### src/rtl/uart_arb_pkg.sv
// Shared types and defaults for the UART transmit arbiter and its round-robin picker.
// The optional stall timeout is enabled by defining ARB_TIMEOUT_EN.
package uart_arb_pkg;

    typedef enum logic [1:0] {
        IDLE       = 2'd0,
        ISSUE      = 2'd1,
        WAIT_START = 2'd2,
        WAIT_DONE  = 2'd3
    } arb_state_e;

    localparam int NUM_REQ_DEF     = 4;
    localparam int TIMEOUT_CYC_DEF = 5_000_000;

endpackage

### src/rtl/uart_rr_pick.sv
// Combinational round-robin picker: first asserted request searching upward from ptr+1.
// Reusable by any arbiter that keeps its own last-winner pointer.
module uart_rr_pick
    import uart_arb_pkg::*;
#(
    parameter int NUM_REQ = NUM_REQ_DEF
) (
    input  logic [NUM_REQ-1:0]         req,
    input  logic [$clog2(NUM_REQ)-1:0] ptr,
    output logic [$clog2(NUM_REQ)-1:0] winner,
    output logic                       valid
);

    localparam int IDX_W = $clog2(NUM_REQ);

    logic [IDX_W-1:0] cand;

    always_comb begin
        winner = '0;
        valid  = 1'b0;
        cand   = '0;
        // i runs 1..NUM_REQ so the previous winner is considered last
        for (int i = 1; i <= NUM_REQ; i++) begin
            cand = IDX_W'((int'(ptr) + i) % NUM_REQ);
            if (!valid && req[cand]) begin
                valid  = 1'b1;
                winner = cand;
            end
        end
    end

endmodule

### src/rtl/uart_tx_arbiter.sv
// Packet-locked round-robin arbiter sharing one UART transmitter between byte producers.
// Define ARB_TIMEOUT_EN to force release of an owner that stalls mid-packet.
module uart_tx_arbiter
    import uart_arb_pkg::*;
#(
    parameter int NUM_REQ     = NUM_REQ_DEF,
    parameter int TIMEOUT_CYC = TIMEOUT_CYC_DEF
) (
    input  logic                 clk,
    input  logic                 rst,
    input  logic [NUM_REQ-1:0]   req,
    input  logic [8*NUM_REQ-1:0] req_data,
    input  logic [NUM_REQ-1:0]   req_last,
    output logic [NUM_REQ-1:0]   ack,
    output logic [NUM_REQ-1:0]   grant,
    output logic [7:0]           tx_data,
    output logic                 tx_start,
    input  logic                 tx_busy,
    output logic                 arb_busy,
    output logic                 timeout_err
);

    localparam int IDX_W = $clog2(NUM_REQ);

    arb_state_e       state;
    logic [IDX_W-1:0] ptr;
    logic [IDX_W-1:0] gidx;
    logic             last_q;
    logic [IDX_W-1:0] pick;
    logic             pick_vld;

    uart_rr_pick #(
        .NUM_REQ (NUM_REQ)
    ) u_pick (
        .req    (req),
        .ptr    (ptr),
        .winner (pick),
        .valid  (pick_vld)
    );

    assign arb_busy = (state != IDLE);

`ifdef ARB_TIMEOUT_EN
    localparam int TO_W = $clog2(TIMEOUT_CYC + 1);
    logic [TO_W-1:0] to_cnt;
`else
    // Evaluates to constant 0 in this build
    assign timeout_err = (TIMEOUT_CYC < 0);
`endif

    always_ff @(posedge clk or posedge rst) begin
        if (rst) begin
            state    <= IDLE;
            ptr      <= IDX_W'(NUM_REQ - 1);
            gidx     <= '0;
            grant    <= '0;
            ack      <= '0;
            tx_start <= 1'b0;
            tx_data  <= 8'h00;
            last_q   <= 1'b0;
`ifdef ARB_TIMEOUT_EN
            timeout_err <= 1'b0;
            to_cnt      <= '0;
`endif
        end else begin
            tx_start <= 1'b0;
            ack      <= '0;
`ifdef ARB_TIMEOUT_EN
            timeout_err <= 1'b0;
`endif
            case (state)
                IDLE: begin
                    if (pick_vld) begin
                        gidx  <= pick;
                        grant <= NUM_REQ'(1) << pick;
                        state <= ISSUE;
                    end
                end
                ISSUE: begin
                    if (req[gidx]) begin
                        if (!tx_busy) begin
                            tx_data  <= req_data[{gidx, 3'b000} +: 8];
                            tx_start <= 1'b1;
                            ack      <= NUM_REQ'(1) << gidx;
                            last_q   <= req_last[gidx];
                            state    <= WAIT_START;
`ifdef ARB_TIMEOUT_EN
                            to_cnt   <= '0;
`endif
                        end
                    end
`ifdef ARB_TIMEOUT_EN
                    // Owner stalled mid-packet: release it after TIMEOUT_CYC idle cycles
                    else if (to_cnt == TO_W'(TIMEOUT_CYC - 1)) begin
                        timeout_err <= 1'b1;
                        ptr         <= gidx;
                        grant       <= '0;
                        to_cnt      <= '0;
                        state       <= IDLE;
                    end else begin
                        to_cnt <= to_cnt + 1'b1;
                    end
`endif
                end
                WAIT_START: begin
                    if (tx_busy) begin
                        state <= WAIT_DONE;
                    end
                end
                WAIT_DONE: begin
                    if (!tx_busy) begin
                        if (last_q) begin
                            ptr   <= gidx;
                            grant <= '0;
                            state <= IDLE;
                        end else begin
                            state <= ISSUE;
                        end
                    end
                end
                default: state <= IDLE;
            endcase
        end
    end

endmodule
### config.mk
export PLATFORM = sky130hd
export DESIGN_NAME = uart_tx_arbiter
export DESIGN_NICKNAME = d
export VERILOG_FILES = /design/src/rtl/uart_arb_pkg.sv /design/src/rtl/uart_rr_pick.sv /design/src/rtl/uart_tx_arbiter.sv
export SDC_FILE = /design/constraint.sdc
export NUM_CORES = 1
export LEC_CHECK = 0
export BUFFER_PORTS_ARGS = -buffer_cell sky130_fd_sc_hd__buf_2
export CORE_ASPECT_RATIO = 1.5
export CORE_MARGIN = 2
export CORE_UTILIZATION = 40
export DETAILED_ROUTE_END_ITERATION = 12
export PLACE_DENSITY = 0.73
export SLEW_MARGIN = 20
export SYNTH_ARGS = -nofsm -noshare
export SYNTH_HDL_FRONTEND = slang
export SYNTH_SLANG_ARGS = --single-unit
### constraint.sdc
create_clock -name clk -period 5.3 [get_ports clk]
set_input_delay 1.06 -clock clk [delete_from_list [all_inputs] [get_ports clk]]
set_output_delay 1.06 -clock clk [all_outputs]
set_load 0.05 [all_outputs]
Word-level counts from Yosys, hierarchy flattened
Index checks and enable logic that the tools add are counted.

Register bits: 24. Input bits: 43.

Add/sub/neg operators: 4. $lt $le $gt $ge: 5. Eq/ne operators: 9. Shift operators: 3. Multiplexer cells: 37. Bitwise logic cells: 1. Reduce and logical (&&, ||, !) cells: 14.

Operators by type and width (count): variable part select 32 x 6 -> 8 bit (1); two-way mux 4 bit (6); two-way mux 2 bit (9); < comparator 2 x 3 -> 1 bit (second input constant) (5); two-way mux 1 bit (14); binary-select mux 1 bit (select 2 bit) (6); inequality test 2 bit (second input constant) (6); case mux 2 bit (4 select lines) (1); case mux 4 bit (2 select lines) (1); left shift 1 x 2 -> 4 bit (first input constant) (2); AND reduction 3 bit (2); AND reduction 5 bit (1); adder 2 x 1 -> 2 bit (second input constant) (2); adder 2 bit (second input constant) (2); equality test 2 bit (second input constant) (2); AND reduction 4 bit (1); nonzero test 2 bit (2); logical AND 1 bit (3); zero test 1 bit (3); equality test 2 x 1 -> 1 bit (second input constant) (1); zero test 2 bit (1); AND reduction 2 bit (1); inverter 1 bit (1).

Logic depth before layout (Yosys ltp)
Gate-level depths: netlist of run 1.

Word-level depth: 16. Mapped depth: 6.

By module
A second synthesis of run 1 with hierarchy kept.

Cells, all modules: 105. Area total of the unflattened synthesis: 1447.6 um2.

By module, submodules not included: uart_tx_arbiter (instances 1, cells each 91, area an instance 1356.3 um2, seq. area each 603.1 um2); uart_rr_pick (instances 1, cells each 14, area an instance 91.3 um2, seq. area each 0.0 um2).

Worst setup path after synthesis of run 1
OpenSTA, ideal clock, no wires.

Path type: input-to-reg. Start point: in req[3]. End point: reg tx_data[0]. Library setup time: 0.128 ns. Arrival time: 2.141 ns. Data required time: 5.172 ns. Setup slack: 3.031 ns. Stages on the path: 4. Path buffers: 1. Path through: mux4_2 > nand3b_2 > buf_6 > mux2_1.

Longest elaborated chain between the ends: 3.

Ends and longest elaborated chain: from (decl) (line uart_tx_arbiter.sv:11) `input logic [NUM_REQ-1:0] req,`; binary-select mux 1 bit (select 2 bit) (line uart_tx_arbiter.sv:80) `if (req[gidx]) begin`; two-way mux 1 bit (not written as such) (line uart_tx_arbiter.sv:80); AND reduction 3 bit (no line); to (signal assigned) (line uart_tx_arbiter.sv:82) `tx_data <= req_data[{gidx, 3'b000} +: 8];`; to (decl) (line uart_tx_arbiter.sv:16) `output logic [7:0] tx_data,`.

Every way passes these cells. The select of a mux whose other input is x is not followed. A chain may end at the register's enable or synchronous reset.

Worst setup path after layout of run 1
Start point: reg state[0]. End point: out arb_busy.

Longest elaborated chain between the ends: 1.

Ends and longest elaborated chain: from (decl) (line uart_tx_arbiter.sv:25) `arb_state_e state;`; from (signal assigned) (line uart_tx_arbiter.sv:53) `state <= IDLE;`; from (signal assigned) (line uart_tx_arbiter.sv:76) `state <= ISSUE;`; from (signal assigned) (line uart_tx_arbiter.sv:86) `state <= WAIT_START;`; nonzero test 2 bit (line uart_tx_arbiter.sv:41) `assign arb_busy = (state != IDLE);`; to (decl) (line uart_tx_arbiter.sv:19) `output logic arb_busy,`.

Every way passes these cells.

==> impl_metrics.ini, run 1 <==
[yosys]
synth_top_family_by_area = multiplexers
synth.distinct_cells = 34
synth-simple-area-share_pct = 9.642
synthAdderAreaFrac_pct = 3.673
synthMuxAreaShare_pct = 26.72
synthCells = 105
synth_compound_area_share_pct = 10.56
synth-xor-area-share_pct = 0
ys_ff_latch = 24
avgSynthCellArea_um2 = 12.98
yosysWarnings = 0
syn_area_um2 = 1363
syn-num-nets = 152
synth_seq_area_share_pct = 44.26

[global_route]
grt_max_degree = 25
grt_overflow = 0
grt_antenna_before_repair = 0
grt_pass1_vias = 1094
grt_pass1_wl_mm = 4.892
grt_usage_pct = 16.56

[drt]
drt-pass1-iter-count = 4
post_drt_via_cell_ratio = 5.541
wl_per_cell_um = 15.33
wl_mm = 3.143
drc = 0
vias = 1136
postRouteAntennaNets = 0
drt_iter0_drc = 57

[power_and_ir_drop]
p_sw_share_pct = 46.52
p_total_uw = 1028
pwr-share-comb_pct = 54.4
p_per_area_nw_per_um2 = 595.6
p_int_uw = 550.0
seqPwrFrac_pct = 34.0
ir_worst_vdd_v = 0.0003826
clkPwrFrac_pct = 11.6
p_switching_uw = 478.4
p_leak_uw = 0.0008640

[critical_path]
r2r_start = gidx[1]$_DFFE_PP0P_
critical_path_required_ps = 4240
cp-startpoint = state[0]$_DFFE_PP0P_
critPathMaxFanout = 4
critPathLaunchType = flop
cp.arrival_ps = 1420
worst_setup_path_end_kind = output pin
critical_path_class = flop to output pin
r2r_setup_slack_ps = 3140

[cells_and_area]
multi_input_area_um2 = 693.2
seqCellArea_um2 = 603.1
final_common_cell = buf_2
final_cells = 205
diodes = 0
fillCellCount = 314
area_growth_pct = 26.72
post_route_cells_drive_above_1_share_pct = 49.69
num-nets-final = 211
final_cell_mix = buf_2, dfrtp_1, mux4_2, mux2_1, nor2_1

[sta]
hold_viol_final = 0
finalCriticalPeriod_ps = 2481
skew_ps = 1.355
final_max_slew_viol_count = 0
rsz0062_at_grt = false
max_freq_mhz = 403.1
fin_crit_sh_pct = 46.81
hold_ws_ps = 491.4
finalSetupTns_ps = 0
layout_setup_ws_ps = 2819
relSlewSlack_pct = 43.64
worst_pin_slew_ps = 844.5
finalSetupViolCount = 0

[floorplanning]
row_count = 26
start_util_pct = 41.06
num_io_pins = 62
die_w_um = 51.66
die-area_um2 = 3899
die_h_um = 75.48
core-area_um2 = 3318

[flow_run]
drv_cap = 0

[placement]
pre_cts_slack_ps = 2764
port_buffers = 60
place_inst = 201
place.gp.congestion = 0.7694
dp_hpwl_mm = 2.558

[clock_network]
cts_hold_buf = 0
cts_tree = built
postCtsSetupRepairBufs = 0
cts_made_buffers = 3
ctsResizeCount = 0
clkTransAtPathRegs_ps = 80
cts_sinks = 24
clock-root-buffer = clkbuf_8
clk_latency_ps = 260
htree_levels = 1
cts_max_path_buffers = 2

[min_path]
hold_class = flop to flop
hold_start = grant[1]$_DFFE_PP0P_

[outcome]
run_status = finished clean
==> critical path: stages, from the launching register on <==
cell and delay, ps:
dfrtp_1 420, inv_1 100, ha_1 240, inv_1 130, buf_2 280
==> per-stage QoR <==
stage / util (%) / area, µm²
final: 52.04 / 1727
after global routing: 52.04 / 1727
after CTS: 52.04 / 1727
after detailed placement: 50.38 / 1672
after global placement: 50.38 / 1672
after floorplan: - / 1363
==> synthesized netlist by cell type, drive strengths merged <==
master   count  share of area (%)
dfrtp       22                 40
mux2        12                 10
mux4        10                 17
inv          6                1.7
nor2         6                1.7
buf          5                2.9
o21ai        5                2.1
a32o         4                2.9
ha           4                3.7
a21o         3                1.7
nand2b       3                1.4
nand3b       3                1.9
nor2b        3                1.4
a21oi        2               0.73
and3         2               0.92
dfstp        2                3.9
nand2        2               0.55
nor3         2               0.73
nor3b        2                1.1
a221oi       1               0.64
a2bb2oi      1               0.64
clkbuf       1               0.28
conb         1               0.28
o22ai        1               0.46
o311a        1               0.73
o311ai       1               0.64
==> power by group through the flow <==
stage	Sequential, µW	Clock (µW)	Combinational, µW
2_1_floorplan	471	0	322
5_1_grt	365	130	599
6_report	349	119	560
3_5_place_dp	355	0	562
4_1_cts	350	121	566
3_3_place_gp	350	0	546
==> layout make-up <==
type / instances / share of cell area, %
Inverter: 6 / 1.304
Clock buffer: 4 / 3.188
Multi-Input combinational cell: 69 / 40.14
Tap cell: 42 / 3.043
Timing Repair Buffer: 60 / 17.39
Sequential cell: 24 / 34.93
==> cell families after synthesis <==
kind of cell	count (synthesis)
buf+inv	12
mux	22
fa+ha+maj	4
flops	24
simple gates	23
compound gates	19
other cells	1
==> worst paths after layout <==
path,endpoint,cells past startpoint
min in group asynchronous,ack[3]$_DFF_PP0_,2
setup reg to reg,tx_data[7]$_DFFE_PP0P_,3
setup / recovery,arb_busy,4
hold / removal,grant[1]$_DFFE_PP0P_,1
hold reg to reg,grant[1]$_DFFE_PP0P_,1
max in group asynchronous,grant[1]$_DFFE_PP0P_,2
==> registers in the layout, summed over array words and instances, names as in the netlist <==
register,count
gidx,2
tx_start,1
last_q,1
ack,4
grant,4
tx_data,8
ptr,2
state,2
==> routing by layer <==
metal / global-route usage (%) / share of wire (%) / wire, µm
met1: 17.99 / 34 / 1082
met2: 33.05 / 59 / 1852
met3: 2.353 / 5.5 / 174
met4: 4.094 / 1.1 / 34
met5: 0 / 0 / 0
Power figures use the tool's default switching activity.
==> run 2: changes to the inputs <==
--- a/config.mk
+++ b/config.mk
@@ -10,7 +10,7 @@
 export CORE_MARGIN = 2
 export CORE_UTILIZATION = 40
 export DETAILED_ROUTE_END_ITERATION = 12
-export PLACE_DENSITY = 0.73
+export PLACE_DENSITY = 0.76
 export SLEW_MARGIN = 20
 export SYNTH_ARGS = -nofsm -noshare
 export SYNTH_HDL_FRONTEND = slang
==> constraint.sdc (replaced) <==
create_clock -name clk -period 2.11 [get_ports clk]
set_input_delay 0.422 -clock clk [delete_from_list [all_inputs] [get_ports clk]]
set_output_delay 0.422 -clock clk [all_outputs]
set_load 0.05 [all_outputs]
==> run 2 against run 1 <==
Design area increased by 2.2%. Flip-flop and latch count unchanged. Hold slack lost 310 ps. Global-route usage is 0.83 points higher. Final cell count is 1.5% higher. Clock skew is 1.8 ps higher. Critical path depth unchanged. Largest cell class unchanged. Die area unchanged. Clock power rose to 3.4 times the previous value. Critical endpoint unchanged.
==> impl_metrics.ini, run 2 (synthesis results as in run 1) <==
[power_and_ir_drop]
p_per_area_nw_per_um2 = 1542
pwr-share-comb_pct = 56.1
p_int_uw = 1496
p_leak_uw = 0.0008857
clkPwrFrac_pct = 14.7
p_sw_share_pct = 45.03
p_switching_uw = 1226
ir_worst_vdd_v = 0.0008319
seqPwrFrac_pct = 29.2

[drt]
post_drt_via_cell_ratio = 5.433
postRouteAntennaNets = 0
drt-pass1-iter-count = 4
drt_iter0_drc = 13
drc = 0
wl_mm = 3.255
wl_per_cell_um = 15.65
vias = 1130

[critical_path]
path_buf_inv = 3
cp.arrival_ps = 1430
critPathLaunchType = flop
critical_path_required_ps = 1690
critical_path_class = flop to output pin
crit_slowest_cell = dfrtp_1
critPathMaxFanout = 4
r2r_cells = 3
cpPeakStageDelay_ps = 410
cpMostUsedCell = inv_1
r2r_setup_slack_ps = 350
r2r_start = gidx[1]$_DFFE_PP0P_
critPathTopFamily = buffers and inverters
reg2reg_to = tx_data[6]$_DFFE_PP0P_
worst_setup_path_end_kind = output pin
cp_cell_sequence = inv_1, ha_1, inv_1, buf_2

[clock_network]
htree_levels = 1
cts_max_path_buffers = 2
cts_hold_buf = 0
cts_made_buffers = 3
ctsResizeCount = 0
cts_tree = built
postCtsSetupRepairBufs = 0
cts_sinks = 24
clk_latency_ps = 270
clock-root-buffer = clkbuf_8
clkTransAtPathRegs_ps = 80

[min_path]
hold_class = primary input to asynchronous set/reset pin

[placement]
place.gp.congestion = 0.8762
place_inst = 204
dp_hpwl_mm = 2.691
port_buffers = 60

[sta]
skew_ps = 3.170
fin_crit_sh_pct = 87.67
final_max_slew_viol_count = 0
finalSetupViolCount = 0
finalSetupTns_ps = 0
rsz0062_at_grt = false
hold_viol_final = 0
finalCriticalPeriod_ps = 1850
hold_ws_ps = 180.2
max_freq_mhz = 540.6

[cells_and_area]
area_growth_pct = 29.57
diodes = 0
reg_top3 = tx_data: 8 flops, ack: 4 flops, grant: 4 flops
post_route_cells_drive_above_1_share_pct = 50.60
largest-register = tx_data
num-nets-final = 214
largest_reg_flops = 8
final_cell_mix = buf_2, dfrtp_1, mux4_2, mux2_1, nor2_1
final_cells = 208
final_common_cell = buf_2

[floorplanning]
die_w_um = 51.66
start_util_pct = 41.06
row_count = 26
die_h_um = 75.48
core-area_um2 = 3318
num_io_pins = 62
die-area_um2 = 3899

[global_route]
grt_usage_pct = 17.39
grt_overflow = 0
grt_antenna_before_repair = 0
grt_pass1_wl_mm = 5.050
grt_pass1_vias = 1206
grt_max_degree = 25

[outcome]
run_status = finished clean

[flow_run]
drv_cap = 0
run 2: changes by cell type in the layout (fill, tap and decap cells not counted), sizes merged:
cell,delta
buf,+3
bufinv,+1
clkbuf,-1
run 2: per-layer routing:
layer	global-route usage (%)	vias up	share of wire (%)	routed length [µm]
met5	0	-	0	0
met4	9.357	0	1.8	59
met3	2.745	8	5.9	193
met2	33.76	44	58	1890
met1	17.35	562	34	1111
li1	-	516	-	-
run 2: metrics by stage:
step	total power (µW)	utilization (%)	worst slack (ps)	cell area, µm²
after floorplan	1992	-	426.5	1363
after global placement	2261	51.06	274.1	1694
after detailed placement	2345	51.06	204.4	1694
after CTS	2744	53.21	271.8	1765
after global routing	2868	53.21	210.2	1765
final	2722	53.21	260.1	1765
run 2: final cells by class:
cell class              count  area (µm²)
well taps                  42       52.55
multi-input cells          69       693.2
fillers                   303        1553
flip-flops and latches     24       603.1
repair buffers             63       322.8
inverters                   6       22.52
clock inverters             1       30.03
clock buffers               3       41.29
run 2: how the worst max path moves through the flow:
stage / start / depth (start not counted) / to
floorplan: gidx[1]$_DFFE_PP0P_ / 5 / tx_data[0]$_DFFE_PP0P_
CTS: state[0]$_DFFE_PP0P_ / 4 / arb_busy
global route: state[0]$_DFFE_PP0P_ / 4 / arb_busy
finish: state[0]$_DFFE_PP0P_ / 4 / arb_busy
detailed placement: req[3] / 4 / tx_data[6]$_DFFE_PP0P_
global placement: req[3] / 4 / tx_data[0]$_DFFE_PP0P_
run 2: tightest hold or removal path: stages:
cell   delay [ps]
buf_2         100
inv_1          40
buf_4         280
run 2: power by group through the flow:
stage                     Sequential [µW]  Clock, µW  Combinational [µW]
after global routing                  815        421                1630
final                                 795        399                1530
after detailed placement              806          0                1540
after global placement                793          0                1470
after CTS                             797        406                1540
after floorplan                      1180          0                 810
